<file path="config.mk">
export PLATFORM = sky130hd
export DESIGN_NAME = instruction_fetch_queue
export DESIGN_NICKNAME = d
export VERILOG_FILES = /design/src/rtl/instruction_fetch_queue.sv
export SDC_FILE = /design/constraint.sdc
export NUM_CORES = 1
export LEC_CHECK = 0
export BUFFER_PORTS_ARGS = -buffer_cell sky130_fd_sc_hd__buf_2
export CAP_MARGIN = 40
export CORE_MARGIN = 2
export CORE_UTILIZATION = 53
export CTS_BUF_LIST = sky130_fd_sc_hd__clkbuf_8
export DETAILED_ROUTE_END_ITERATION = 16
export GPL_TIMING_DRIVEN = 0
export PLACE_DENSITY = 0.86
export SKIP_CTS_REPAIR_TIMING = 1
export SYNTH_ARGS = -nofsm -noshare
export SYNTH_HDL_FRONTEND = slang
export SYNTH_SLANG_ARGS = --single-unit
</file>
<file path="constraint.sdc">
create_clock -name CLK -period 3.6 [get_ports CLK]
set_clock_uncertainty 0.2 [all_clocks]
set_input_delay 0.18 -clock CLK [delete_from_list [all_inputs] [get_ports CLK]]
set_output_delay 0.18 -clock CLK [all_outputs]
set_load 0.05 [all_outputs]
</file>
<file path="src/rtl/instruction_fetch_queue.sv">
`default_nettype none
// ============================================================================
//  Module   : instruction_fetch_queue
//  Purpose  : Sequential instruction fetcher feeding a small circular queue.
//             A three-state FSM (FETCH / HOLD / FLUSH) issues reads to the
//             instruction memory, pushes {pc, instruction} pairs into the
//             queue, and handles jump/branch redirects with a one-cycle
//             bubble. The queue head is presented combinationally downstream.
//  Ports    :
//     CLK                       in   clock, all state changes on rising edge
//     RESET                     in   synchronous active-high reset
//     instruction_mem_busywait  in   memory not ready (read data invalid)
//     instruction_mem_readdata  in   fetched word
//     instruction_mem_read      out  fetch request
//     instruction_mem_address   out  fetch address
//     jump_branch_signal        in   redirect pulse
//     Jump_Branch_PC            in   redirect target
//     stall                     in   downstream not accepting, holds head
//     instruction_valid         out  queue head valid
//     INSTRUCTION               out  instruction at queue head
//     PC                        out  address of INSTRUCTION
//     INCREMENTED_PC_by_four    out  PC + PC_INCR (modulo 2^XLEN)
//  Revision : 1.0  initial release
// ============================================================================
module instruction_fetch_queue #(
   parameter int              XLEN         = 32,
   parameter int              DEPTH        = 4,
   parameter logic [XLEN-1:0] RESET_VECTOR = '0,
   parameter int              PC_INCR      = 4
) (
   input  logic            CLK,
   input  logic            RESET,
   input  logic            instruction_mem_busywait,
   input  logic [XLEN-1:0] instruction_mem_readdata,
   output logic            instruction_mem_read,
   output logic [XLEN-1:0] instruction_mem_address,
   input  logic            jump_branch_signal,
   input  logic [XLEN-1:0] Jump_Branch_PC,
   input  logic            stall,
   output logic            instruction_valid,
   output logic [XLEN-1:0] INSTRUCTION,
   output logic [XLEN-1:0] PC,
   output logic [XLEN-1:0] INCREMENTED_PC_by_four
);

   localparam int PTR_W = $clog2(DEPTH);
   localparam int CNT_W = PTR_W + 1;

   localparam logic [CNT_W-1:0] c_full_cnt = CNT_W'(DEPTH);
   localparam logic [CNT_W-1:0] c_cnt_one  = CNT_W'(1);
   localparam logic [PTR_W-1:0] c_ptr_one  = PTR_W'(1);
   localparam logic [XLEN-1:0]  c_pc_incr  = XLEN'(PC_INCR);

   typedef enum logic [1:0] {
      ST_FETCH = 2'd0,
      ST_HOLD  = 2'd1,
      ST_FLUSH = 2'd2
   } state_t;

   state_t           state_q,    state_d;
   logic [XLEN-1:0]  fetch_pc_q, fetch_pc_d;
   logic [PTR_W-1:0] rd_ptr_q,   rd_ptr_d;
   logic [PTR_W-1:0] wr_ptr_q,   wr_ptr_d;
   logic [CNT_W-1:0] count_q,    count_d;

   // Queue storage: no reset needed, entries are only visible while counted.
   logic [XLEN-1:0] pc_mem    [DEPTH];
   logic [XLEN-1:0] instr_mem [DEPTH];

   logic push;
   logic pop;
   logic [XLEN-1:0] head_pc;

   // ------------------------------------------------------------------------
   // Push / pop qualification. A redirect discards any read completing in the
   // same cycle and overrides any pop, since the whole queue is dropped.
   // ------------------------------------------------------------------------
   always_comb begin
      push = 1'b0;
      pop  = 1'b0;
      push = (state_q == ST_FETCH) && !instruction_mem_busywait &&
             (count_q != c_full_cnt) && !jump_branch_signal && !RESET;
      pop  = (count_q != '0) && !stall && !jump_branch_signal;
   end

   // ------------------------------------------------------------------------
   // Next-state and datapath update
   // ------------------------------------------------------------------------
   always_comb begin
      state_d    = state_q;
      fetch_pc_d = fetch_pc_q;
      rd_ptr_d   = rd_ptr_q;
      wr_ptr_d   = wr_ptr_q;
      count_d    = count_q;

      if (jump_branch_signal) begin
         // Redirect from any state: drop everything, one bubble cycle follows.
         state_d    = ST_FLUSH;
         fetch_pc_d = Jump_Branch_PC;
         rd_ptr_d   = '0;
         wr_ptr_d   = '0;
         count_d    = '0;
      end else begin
         if (push) begin
            wr_ptr_d   = wr_ptr_q + c_ptr_one;
            fetch_pc_d = fetch_pc_q + c_pc_incr;
         end
         if (pop) begin
            rd_ptr_d = rd_ptr_q + c_ptr_one;
         end
         case ({push, pop})
            2'b10:   count_d = count_q + c_cnt_one;
            2'b01:   count_d = count_q - c_cnt_one;
            default: count_d = count_q;
         endcase

         case (state_q)
            ST_FETCH: begin
               if ((count_d == c_full_cnt) && !pop) begin
                  state_d = ST_HOLD;
               end
            end
            ST_HOLD: begin
               // Space opens on the pop edge; fetching resumes next cycle.
               if (pop) begin
                  state_d = ST_FETCH;
               end
            end
            ST_FLUSH: begin
               state_d = ST_FETCH;
            end
            default: begin
               state_d = ST_FETCH;
            end
         endcase
      end
   end

   always_ff @(posedge CLK) begin
      if (RESET) begin
         state_q    <= ST_FETCH;
         fetch_pc_q <= RESET_VECTOR;
         rd_ptr_q   <= '0;
         wr_ptr_q   <= '0;
         count_q    <= '0;
      end else begin
         state_q    <= state_d;
         fetch_pc_q <= fetch_pc_d;
         rd_ptr_q   <= rd_ptr_d;
         wr_ptr_q   <= wr_ptr_d;
         count_q    <= count_d;
      end
   end

   always_ff @(posedge CLK) begin
      if (push) begin
         pc_mem[wr_ptr_q]    <= fetch_pc_q;
         instr_mem[wr_ptr_q] <= instruction_mem_readdata;
      end
   end

   // ------------------------------------------------------------------------
   // Outputs. Head fields are forced to zero while the queue is empty so the
   // post-reset and post-flush values are well defined.
   // ------------------------------------------------------------------------
   assign instruction_mem_read    = (state_q == ST_FETCH);
   assign instruction_mem_address = fetch_pc_q;

   assign instruction_valid      = (count_q != '0);
   assign head_pc                = instruction_valid ? pc_mem[rd_ptr_q] : '0;
   assign PC                     = head_pc;
   assign INSTRUCTION            = instruction_valid ? instr_mem[rd_ptr_q] : '0;
   assign INCREMENTED_PC_by_four = head_pc + c_pc_incr;

endmodule
`default_nettype wire
</file>
### Yosys cells after proc, flatten, opt, wreduce, memory -nomap -nowiden

Memories as Yosys holds them, arrays and structs flattened. A register that Yosys moved wholly into a read port is not among the register bits.
Cells that the tools add are included.

* bits in writable memories: 256
* word-level logic and storage cells: 57
* memories kept: 2
* bits in registers: 41

Memories
* instr_mem: words 4, bits a word 32, read ports 1, clocked after memory_dff 1, write ports 1, RTL line 68 `logic [XLEN-1:0] instr_mem [DEPTH];`
* pc_mem: words 4, bits a word 32, read ports 1, clocked after memory_dff 1, write ports 1, RTL line 67 `logic [XLEN-1:0] pc_mem [DEPTH];`

* eq/ne operators: 9
* reduce and logical (&&, ||, !) cells: 18
* mux-type cells: 16
* $add $sub $neg: 6

Operator list (count)
* $mux 32: 4
* $add 32x3->32 const B: 2
* $mux 2: 7
* $logic_and 1x1->1: 7
* $ne 3x3->1 const B: 2
* $pmux 3 s2: 1
* $logic_not 1->1: 5
* $add 2x1->2 const B: 2
* $eq 2x1->1 const B: 2
* $pmux 2 s2: 1
* $reduce_and 2->1: 2
* $add 3x1->3 const B: 1
* $eq 3x3->1 const B: 1
* $mux 3: 1
* $ne 3x1->1 const B: 1
* $reduce_bool 3->1: 1
* $sub 3x1->3 const B: 1
* $eq 2x2->1 const B: 1
* $logic_not 2->1: 1
* $mux 1: 2
* $ne 2x1->1 const B: 1
* $ne 2x2->1 const B: 1
* $reduce_bool 2->1: 1
* $reduce_or 2->1: 1

### Depth between registers and ports, before layout

Gate-level depths: netlist (run 1).

* word-level depth: 13
* depth in mapped cells: 15
* depth with buffers taken out: 11

### Least setup slack after synthesis (run 1)

OpenSTA, ideal clock, no wires.

* path kind: reg-to-output
* start: register count_q[0]
* end: output INCREMENTED_PC_by_four[26]
* arrival time: 4.279 ns
* slack: -1.059 ns
* path buffers: 3
* stages on the path, launching flop included: 13
* cells stage by stage: dfxtp_1 nor3_1 inv_1 clkbuf_1 clkbuf_1 nand2_1 inv_1 ha_1 and3_1 buf_2 nand4_4 nor4b_2 xor2_1

* word-level cells in the longest chain between the ends: 3

RTL lines
* start: declaration: RTL line 64 `logic [CNT_W-1:0] count_q, count_d;`
* start signal: assignment: RTL line 151 `count_q <= count_d;`
* $reduce_bool 3->1: RTL line 169 `assign instruction_valid = (count_q != '0);`
* via instruction_valid: RTL line 40 `output logic instruction_valid,`
* $mux 32: RTL line 170 `assign head_pc = instruction_valid ? pc_mem[rd_ptr_q] : '0;`
* via PC[2]: RTL line 42 `output logic [XLEN-1:0] PC,`
* $add 32x3->32: RTL line 173 `assign INCREMENTED_PC_by_four = head_pc + c_pc_incr;`
* end: declaration: RTL line 43 `output logic [XLEN-1:0] INCREMENTED_PC_by_four`

The timed path passes the listed nets, and every way through them passes these cells.

==> results of run 1 <==
-- worst reg2reg max path: stages (launching register included) --
cell           delay, ns
dfxtp_2             0.37
nor3b_1             0.38
nor4_4              0.10
nor2_1              0.38
clkbuf_1            0.47
a22oi_1             0.12
dlygate4sd3_1       0.60
a31oi_1             0.21
dlygate4sd3_1       0.57
-- metrics by stage --
stage	utilization	hold WS, ns	total power, mW	instances
global placement	0.6051	0.1923	4.428	1314
CTS	0.6468	-0.3913	7.115	1405
floorplan	-	0.07887	4.262	799
global route	0.6875	0.02237	7.395	1486
finish	0.6875	0.03312	7.149	1486
detailed placement	0.6090	0.1961	4.443	1318
-- kinds of logic after synthesis --
| family | Yosys count | share of synthesized area |
|---|---|---|
| flip-flops | 299 | 0.6696 |
| AND/OR/NAND/NOR | 240 | 0.1124 |
| AO/OA/AOI/OAI | 80 | 0.03921 |
| multiplexers | 72 | 0.1202 |
| buffers and inverters | 66 | 0.02685 |
| XOR/XNOR | 34 | 0.02333 |
| adder cells (fa/ha/maj) | 8 | 0.008429 |
-- metal layers --
metal  vias to the layer above  track usage  wire length (um)
li1                       3787            -                 -
met5                         -            0                 0
met1                      4089       0.3043             12200
met2                       442       0.3603             15250
met4                         0      0.07066               821
met3                        84      0.04975              2301
-- state kept, by name, summed over array words and instances (netlist names), named ones only --
name / cells
count_q: 3
rd_ptr_q: 2
state_q: 2
instr_mem: 128
wr_ptr_q: 2
pc_mem: 128
instruction_mem_address: 32
-- placed cells by master, fill, tap and decap left out, types with 12 or more instances in the layout --
master / n
nor2_1: 29
clkbuf_8: 50
xor2_1: 12
clkinv_1: 12
nand2_1: 47
nand3_1: 15
buf_4: 16
mux4_2: 58
nand4_1: 12
and2_1: 56
xnor2_1: 12
a21oi_1: 22
edfxtp_1: 256
a31oi_1: 21
inv_1: 32
dfxtp_1: 40
buf_2: 197
o21ai_0: 13
dlygate4sd3_1: 74
clkbuf_1: 15
-- how the worst min path moves through the flow --
| stage | start | endpoint | slack (ns) | depth (start not counted) |
|---|---|---|---|---|
| 2_1_floorplan | instruction_mem_readdata[0] | instr_mem[0][0] | 0.08 | 0 |
| 3_3_place_gp | instruction_mem_readdata[12] | instr_mem[3][12] | 0.19 | 1 |
| 3_5_place_dp | instruction_mem_readdata[20] | instr_mem[2][20] | 0.20 | 1 |
| 4_1_cts | instruction_mem_readdata[10] | instr_mem[3][10] | -0.39 | 1 |
| 5_1_grt | jump_branch_signal | instruction_mem_address[9] | 0.02 | 4 |
| 6_report | jump_branch_signal | instruction_mem_address[9] | 0.03 | 4 |
-- power by group --
group          internal (mW)  switching (mW)
combinational          0.202           0.386
clock                   1.42            1.27
sequential              3.81          0.0651
-- Yosys cell counts, drive strengths merged, types with 13 or more instances --
cell and instances:
a21oi 22, a31oi 21, and2 61, buf 24
clkbuf 20, dfxtp 43, edfxtp 256, inv 22
mux4 63, nand2 49, nand3 16, nand4 14
nor2 31, nor3 15, o21ai 14, xnor2 13
xor2 21
-- cell type report --
cell class              instances  area [um^2]
repair buffers                282         1896
fillers                      1552         7357
multi-input cells             434         4068
inverters                      22        86.33
clock buffers                  49        674.4
well taps                     319        399.1
clock inverters                38        217.7
flip-flops and latches        299         8554
plain buffers                  43        290.3
==> metrics.cfg, run 1 <==
[worst_setup_path]
path_class = reg2out
worstPathCellList = buf_6 -> buf_12 -> mux4_2 -> nand2_2 -> clkinvlp_4 -> ha_4 -> and3_4 -> buf_6 -> nand4_4 -> buf_4 -> xnor2_1 -> buf_4
rrSetupSlack_ns = 0.15
cp_num_buf_inv = 6
endpoint = INCREMENTED_PC_by_four[16]
cp_top_family = buffers and inverters
path_depth = 12
endpoint_kind = output port
r2r_cells = 8
critPathMaxStageDelay_ns = 0.55
path_max_fanout = 10
r2r_end = instruction_mem_address[31]
slowest_stage = mux4_2
arrival_ns = 3.08
r2r_start = count_q[2]
worst_setup_path_start_kind = flop
crit_required_ns = 3.22

[die]
fp.dieW_um = 159.2
coreArea_mm2 = 0.02354
die_y_um = 159.2
rows = 56
pin_count = 199
design.die.area_mm2 = 0.02534
start_util = 0.5423

[routing]
wire_per_inst_um = 20.57
routed_wl_um = 30570
ant_nets = 0
first_pass_iters = 5
drc = 0
drtIter0Drc = 745
vias = 8402
vias_per_cell = 5.654

[job]
maxCapViolations = 0

[clock_tree]
cts_tree = yes
numCtsBuffers = 47
root_buffer = clkbuf_8
cts_max_path_buffers = 3
path_clk_slew_ns = 0.06
cts-htree-levels = 2
cts_sinks = 299
worstSkewPairLatency_ns = 0.56

[place]
place_area_mm2 = 0.01434
numPortBuffers = 196
dpl.hpwl_um = 19500
dp_slack_ns = -0.1186
gp_congestion = 0.8404

[logic_synthesis]
synth_edf_count = 256
yosys_warnings = 0
netlist_area_mm2 = 0.01277
synth_ff_type = edfxtp_1
syn_area_per_cell_um2 = 15.98
synth.area.top_cells = edfxtp_1 60%, mux4_2 10%, dfxtp_1 6.7%
synth.yosys.seq_area_share = 0.6696
ys_ff_latch = 299
syn-num-nets = 876
synth_cell_type_count = 61
synth_area_leader_cell = edfxtp_1
synthCells = 799
async_reset_ff_frac = 0
yosys.area.top_type_share = 0.6022

[grt]
grt_pass1_vias = 7712
track_usage = 0.2225
overflow = 0
grt_first_pass_wirelength_um = 43720
grt_antenna_before_repair = 0
grt_max_degree = 40

[sta]
maxSlewViolCount = 0
rsz0062_at_grt = true
hold_viol = 0
slew_headroom = 0.5106
finalSetupViolCount = 0
fin_setup_tns_ns = 0
post-route-period-util = 0.9614
period_minus_slack_ns = 3.461
fin_ws_ns = 0.1391
tightest_slew_ns = 0.7341
max_freq_ghz = 0.2889

[final_layout]
drive_gt1_frac = 0.3496
area_delta_synth_final_pct = 26.79
nets = 1206
num_antenna_cells = 0
design_area_mm2 = 0.01619

[power_and_ir_drop]
irDropWorstVdd_mv = 0.2693
leakage_nw = 6.100
power_density_mw_per_mm2 = 441.7

[run_status]
run_status = complete, no violations

[worst_hold_path]
hold_class = in2reg

Power figures use the tool's default switching activity.
==> run 2, diff against run 1 <==
- ABC_AREA: not set -> 1
- CORE_UTILIZATION: 53 -> 59
- PLACE_DENSITY: 0.86 -> 0.9
- clock period: 3.6 -> 3.75 ns (I/O delays scaled with it)
==> run 2 against run 1 <==
Area after synthesis rose by 9.5%. Register-to-register slack improved by 0.49 ns. Core utilization up 5.3 points. Combinational power down 18%.
==> metrics.cfg, run 2 <==
[clock_tree]
cts_tree = yes
numCtsBuffers = 46
cts_max_path_buffers = 3
path_clk_slew_ns = 0.07
cts-htree-levels = 2
cts_sinks = 299
worstSkewPairLatency_ns = 0.58
root_buffer = clkbuf_8

[routing]
routed_wl_um = 42980
vias_per_cell = 5.813
vias = 12700
drc = 0
wire_per_inst_um = 19.67
first_pass_iters = 10
ant_nets = 0
drtIter0Drc = 1649

[logic_synthesis]
async_reset_ff_frac = 0
syn_area_per_cell_um2 = 9.326
syn-num-nets = 1576
synth.area.top_cells = edfxtp_1 55%, nand2_1 10%, nor2_1 6.3%
synth.area.mux_share = 0
synthCells = 1499
synth.most_common_cell = nand2_1
synthAdderAreaFrac = 0.007697
netlist_area_mm2 = 0.01398
yosys_warnings = 0
synth_edf_count = 256
synth_cell_type_count = 39
synth_compound_area_frac = 0.06820
synth_ff_type = edfxtp_1
synth_top_family_by_area = simple AND/OR/NAND/NOR gates
synth_xor_area_frac = 0.01880
synth.yosys.seq_area_share = 0.6115
synth_common_cells = 385 x nand2_1, 256 x edfxtp_1, 236 x nor2_1
yosys.area.top_type_share = 0.5499
synth_simple_gate_area_frac = 0.2298
ys_ff_latch = 299
synth_area_leader_cell = edfxtp_1

[die]
fp.dieW_um = 157.9
rows = 56
design.die.area_mm2 = 0.02494
pin_count = 199
start_util = 0.5992
die_y_um = 157.9
coreArea_mm2 = 0.02333

[final_layout]
nets = 1909
layout_common_cells = 384 x nand2_1, 256 x edfxtp_1, 232 x nor2_1, 212 x buf_2, 144 x inv_1
area_delta_synth_final_pct = 23.61
final_common_cell = nand2_1
finalNonFillerCells = 2185
design_area_mm2 = 0.01728
final_util = 0.7406
drive_gt1_frac = 0.1898

[worst_setup_path]
worst_setup_path_start_kind = flop
worstPathCellList = buf_4 -> inv_4 -> buf_4 -> nand3_1 -> a21oi_4 -> ha_2 -> nand3_1 -> nor2_1 -> nand2_2 -> nor2_4 -> xor2_1 -> buf_2
path_max_fanout = 10
critPathMaxStageDelay_ns = 0.32
slowest_stage = buf_2
endpoint_kind = output port
path_class = reg2out
crit_required_ns = 3.36
arrival_ns = 3.34

[place]
dpl.hpwl_um = 26640
numPortBuffers = 197
gp_congestion = 0.9651
dp_slack_ns = 0.5594
placed_cells = 2025
place_area_mm2 = 0.01563

[sta]
fin_setup_tns_ns = 0
finalSetupViolCount = 0
fin_ws_ns = 0.02623
period_minus_slack_ns = 3.724
maxSlewViolCount = 0
holdWs_ns = 0.009088
tightest_slew_ns = 0.8683
post-route-period-util = 0.9930
slew_headroom = 0.4198
max_freq_ghz = 0.2685
hold_viol = 0

[power_and_ir_drop]
switching_share = 0.2472
combPwrFrac = 0.071
intPower_mw = 5.078
finalPower_mw = 6.745
switchingPower_mw = 1.667
seq_power_share = 0.553
leakage_nw = 7.221
power_density_mw_per_mm2 = 390.3
p_clk_frac = 0.376
irDropWorstVdd_mv = 0.2880

[grt]
grt_pass1_vias = 11320
grt_antenna_before_repair = 1
overflow = 0
grt_max_degree = 27
grt_first_pass_wirelength_um = 59730
track_usage = 0.3144

[job]
maxCapViolations = 0

[worst_hold_path]
hold_class = in2reg

[run_status]
run_status = complete, no violations

## run 2: cell count changes after synthesis, sizes merged, moves of 11 or more
| cell | previous run | this run |
|---|---|---|
| and2 | 61 | 0 |
| inv | 22 | 137 |
| nand3 | 16 | 104 |
| o21ai | 14 | 104 |
| buf | 24 | 52 |
| a21oi | 22 | 58 |
| mux4 | 63 | 0 |
| nor4 | 11 | 0 |
| nand2 | 49 | 390 |
| nor2 | 31 | 258 |
## run 2: kinds of logic (layout without fill, tap and decap cells)
logic type / count (synthesis) / count (layout)
other: 0 / 1
buffers and inverters: 203 / 569
DFF: 299 / 299
xor gates and xnor gates: 30 / 30
AOI/OAI and AO/OA: 182 / 182
adders and majority gates: 8 / 8
and+or+nand+nor: 777 / 777
## run 2: path summary, 6_finish.rpt
check	end	slack [ns]	startpoint	cells past startpoint
worst max-delay path	INCREMENTED_PC_by_four[10]	0.03	flop	12
worst min-delay path	instruction_mem_address[2]	0.009	instruction_mem_busywait	6
worst max register to register	state_q[0]	0.64	count_q[0]	13
worst min register to register	flop	0.26	rd_ptr_q[0]	1
## run 2: layout make-up
| class | count | area, um^2 |
|---|---|---|
| flip-flops and latches | 299 | 8548 |
| fillers | 1506 | 6052 |
| multi-input cells | 997 | 4584 |
| repair buffers | 285 | 2009 |
| clock buffers | 48 | 660.6 |
| inverters | 138 | 525.5 |
| well taps | 319 | 399.1 |
| plain buffers | 65 | 371.6 |
| clock inverters | 33 | 178.9 |
| diodes | 1 | 2.502 |
## run 2: metal layers
layer | part of all wire | global-route usage
met3 | 0.12 | 0.06652
met4 | 0.049 | 0.1489
met5 | 0 | 0
met2 | 0.47 | 0.4963
met1 | 0.36 | 0.4191
## run 2: worst max-delay path, delay by kind of cell (launching register included)
kind            cells  cell delay [ns]
compound gates      1             0.29
flops               1             0.30
buf+inv             4             0.84
simple gates        5             0.76
xor+xnor            1             0.28
fa+ha+maj           1             0.27
## run 2: power by group through the flow
stage | clock (mW) | combinational [mW] | sequential [mW]
after floorplan | 0 | 0.189 | 3.84
after global placement | 0 | 0.378 | 3.79
after detailed placement | 0 | 0.395 | 3.79
after CTS | 2.53 | 0.400 | 3.72
after global routing | 2.69 | 0.510 | 3.73
final | 2.54 | 0.481 | 3.73
==> run 3, diff against run 2 <==
- MAX_ROUTING_LAYER: not set -> met4
==> run 3 against run 2 <==
The run now ends with negative hold slack left. Setup slack improved by 0.048 ns. Critical path depth rose by 3. Cell count barely moved. Highest routed layer unchanged.
==> metrics.cfg, run 3 (synthesis gave the netlist of run 2 again) <==
[place]
dpl.hpwl_um = 27010
place_area_mm2 = 0.01561
dp_slack_ns = 0.5715
gp_congestion = 0.9924
numPortBuffers = 197

[sta]
post-route-period-util = 0.9802
holdWs_ns = -0.03539
hold_viol = 1
max_freq_ghz = 0.2721
fin_ws_ns = 0.07435
maxSlewViolCount = 0
tightest_slew_ns = 0.9759
period_minus_slack_ns = 3.676
slew_headroom = 0.3478
finalSetupViolCount = 0

[routing]
vias_per_cell = 5.831
wire_per_inst_um = 20.24
vias = 12740
drtIter0Drc = 1751
ant_nets = 0
first_pass_iters = 7
routed_wl_um = 44200
drc = 0

[die]
fp.dieW_um = 157.9
design.die.area_mm2 = 0.02494
pin_count = 199
coreArea_mm2 = 0.02333
die_y_um = 157.9
start_util = 0.5992
rows = 56

[power_and_ir_drop]
switchingPower_mw = 1.755
intPower_mw = 5.365
combPwrFrac = 0.067
seq_power_share = 0.524
p_clk_frac = 0.409
leakage_nw = 7.245
finalPower_mw = 7.121
switching_share = 0.2465
irDropWorstVdd_mv = 0.2762
power_density_mw_per_mm2 = 410.1

[final_layout]
drive_gt1_frac = 0.1905
layout_common_cells = 385 x nand2_1, 256 x edfxtp_1, 232 x nor2_1, 213 x buf_2, 138 x inv_1
final_common_cell = nand2_1
nets = 1909
final_util = 0.7443
design_area_mm2 = 0.01737
area_delta_synth_final_pct = 24.22

[clock_tree]
worstSkewPairLatency_ns = 0.58
cts_max_path_buffers = 3
path_clk_slew_ns = 0.06
cts_sinks = 299
cts_tree = yes
cts-htree-levels = 2
numCtsBuffers = 47
root_buffer = clkbuf_8

[worst_setup_path]
crit_required_ns = 3.36
slowest_stage = dfxtp_1
arrival_ns = 3.29
endpoint_kind = output port
worstPathCellList = buf_4 -> inv_4 -> buf_4 -> nand3_1 -> nand2_1 -> nand2_1 -> inv_1 -> ha_1 -> nand3_1 -> nor2_1 -> nand2_2 -> nor2_4 -> nand4_1 -> nand2_1 -> buf_2
crit_top_cell = nand2_1
path_max_fanout = 10
worst_setup_path_start_kind = flop
path_class = reg2out
critPathMaxStageDelay_ns = 0.30

[run_status]
violations = negative hold slack
run_status = finished with violations

[grt]
grt_max_degree = 28
track_usage = 0.3232
grt_pass1_vias = 11050
overflow = 0
grt_antenna_before_repair = 1
grt_first_pass_wirelength_um = 59250

[worst_hold_path]
hold_class = in2reg

[job]
maxCapViolations = 0

==> run 3: cell types whose count changed in the layout (fill, tap and decap cells not counted), moves of 2 or more <==
cell       delta
inv_6         -2
inv_8         +2
clkinv_1      +2
bufinv_16     +4
inv_1         -6
==> run 3: worst max-delay path: cells and delay by family (launching register included) <==
family	cells	cell delay (ns)
buffers and inverters	5	0.89
adders and majority gates	1	0.23
and+or+nand+nor	9	1.31
DFF	1	0.30
==> run 3: power by group through the flow <==
| stage | logic (mW) | clock network [mW] | registers (mW) |
|---|---|---|---|
| floorplan | 0.189 | 0 | 3.84 |
| global placement | 0.378 | 0 | 3.79 |
| detailed placement | 0.394 | 0 | 3.79 |
| CTS | 0.397 | 2.86 | 3.72 |
| global route | 0.506 | 3.04 | 3.73 |
| finish | 0.478 | 2.91 | 3.73 |
==> run 3: worst paths after layout <==
| kind | start | to | slack, ns | depth (start not counted) |
|---|---|---|---|---|
| worst min register to register | rd_ptr_q[1] | rd_ptr_q[1] | 0.29 | 2 |
| worst max-delay path | flop | INCREMENTED_PC_by_four[22] | 0.07 | 15 |
| worst min-delay path | instruction_mem_busywait | instruction_mem_address[8] | -0.04 | 6 |
| worst max register to register | count_q[0] | flop | 0.57 | 8 |
==> run 3: area by class of cell <==
cell class / instances / area [um^2]
sequential: 299 / 8548
fill: 1497 / 5967
multi-input combinational: 997 / 4579
timing repair buffer: 284 / 1987
clock buffer: 48 / 660.6
inverter: 138 / 525.5
tap: 319 / 399.1
buffer: 65 / 371.6
clock inverter: 33 / 291.5
antenna: 1 / 2.502
==> run 3: per-stage QoR <==
step                      setup TNS, ns  cells
after global placement          -711.90   2015
after global routing        -0.00006350   2184
after detailed placement              0   2024
after floorplan                 -158.81   1499
after CTS                      -0.08770   2105
final                                 0   2184
==> run 3: routing by layer <==
| layer | vias up | share of wire | GRT usage | wire, um |
|---|---|---|---|---|
| met5 | - | 0 | - | 0 |
| met4 | 0 | 0.052 | 0.1343 | 2297 |
| met3 | 220 | 0.12 | 0.05639 | 5268 |
| met2 | 1062 | 0.48 | 0.5126 | 21080 |
| met1 | 5810 | 0.35 | 0.4160 | 15550 |
| li1 | 5643 | - | - | - |
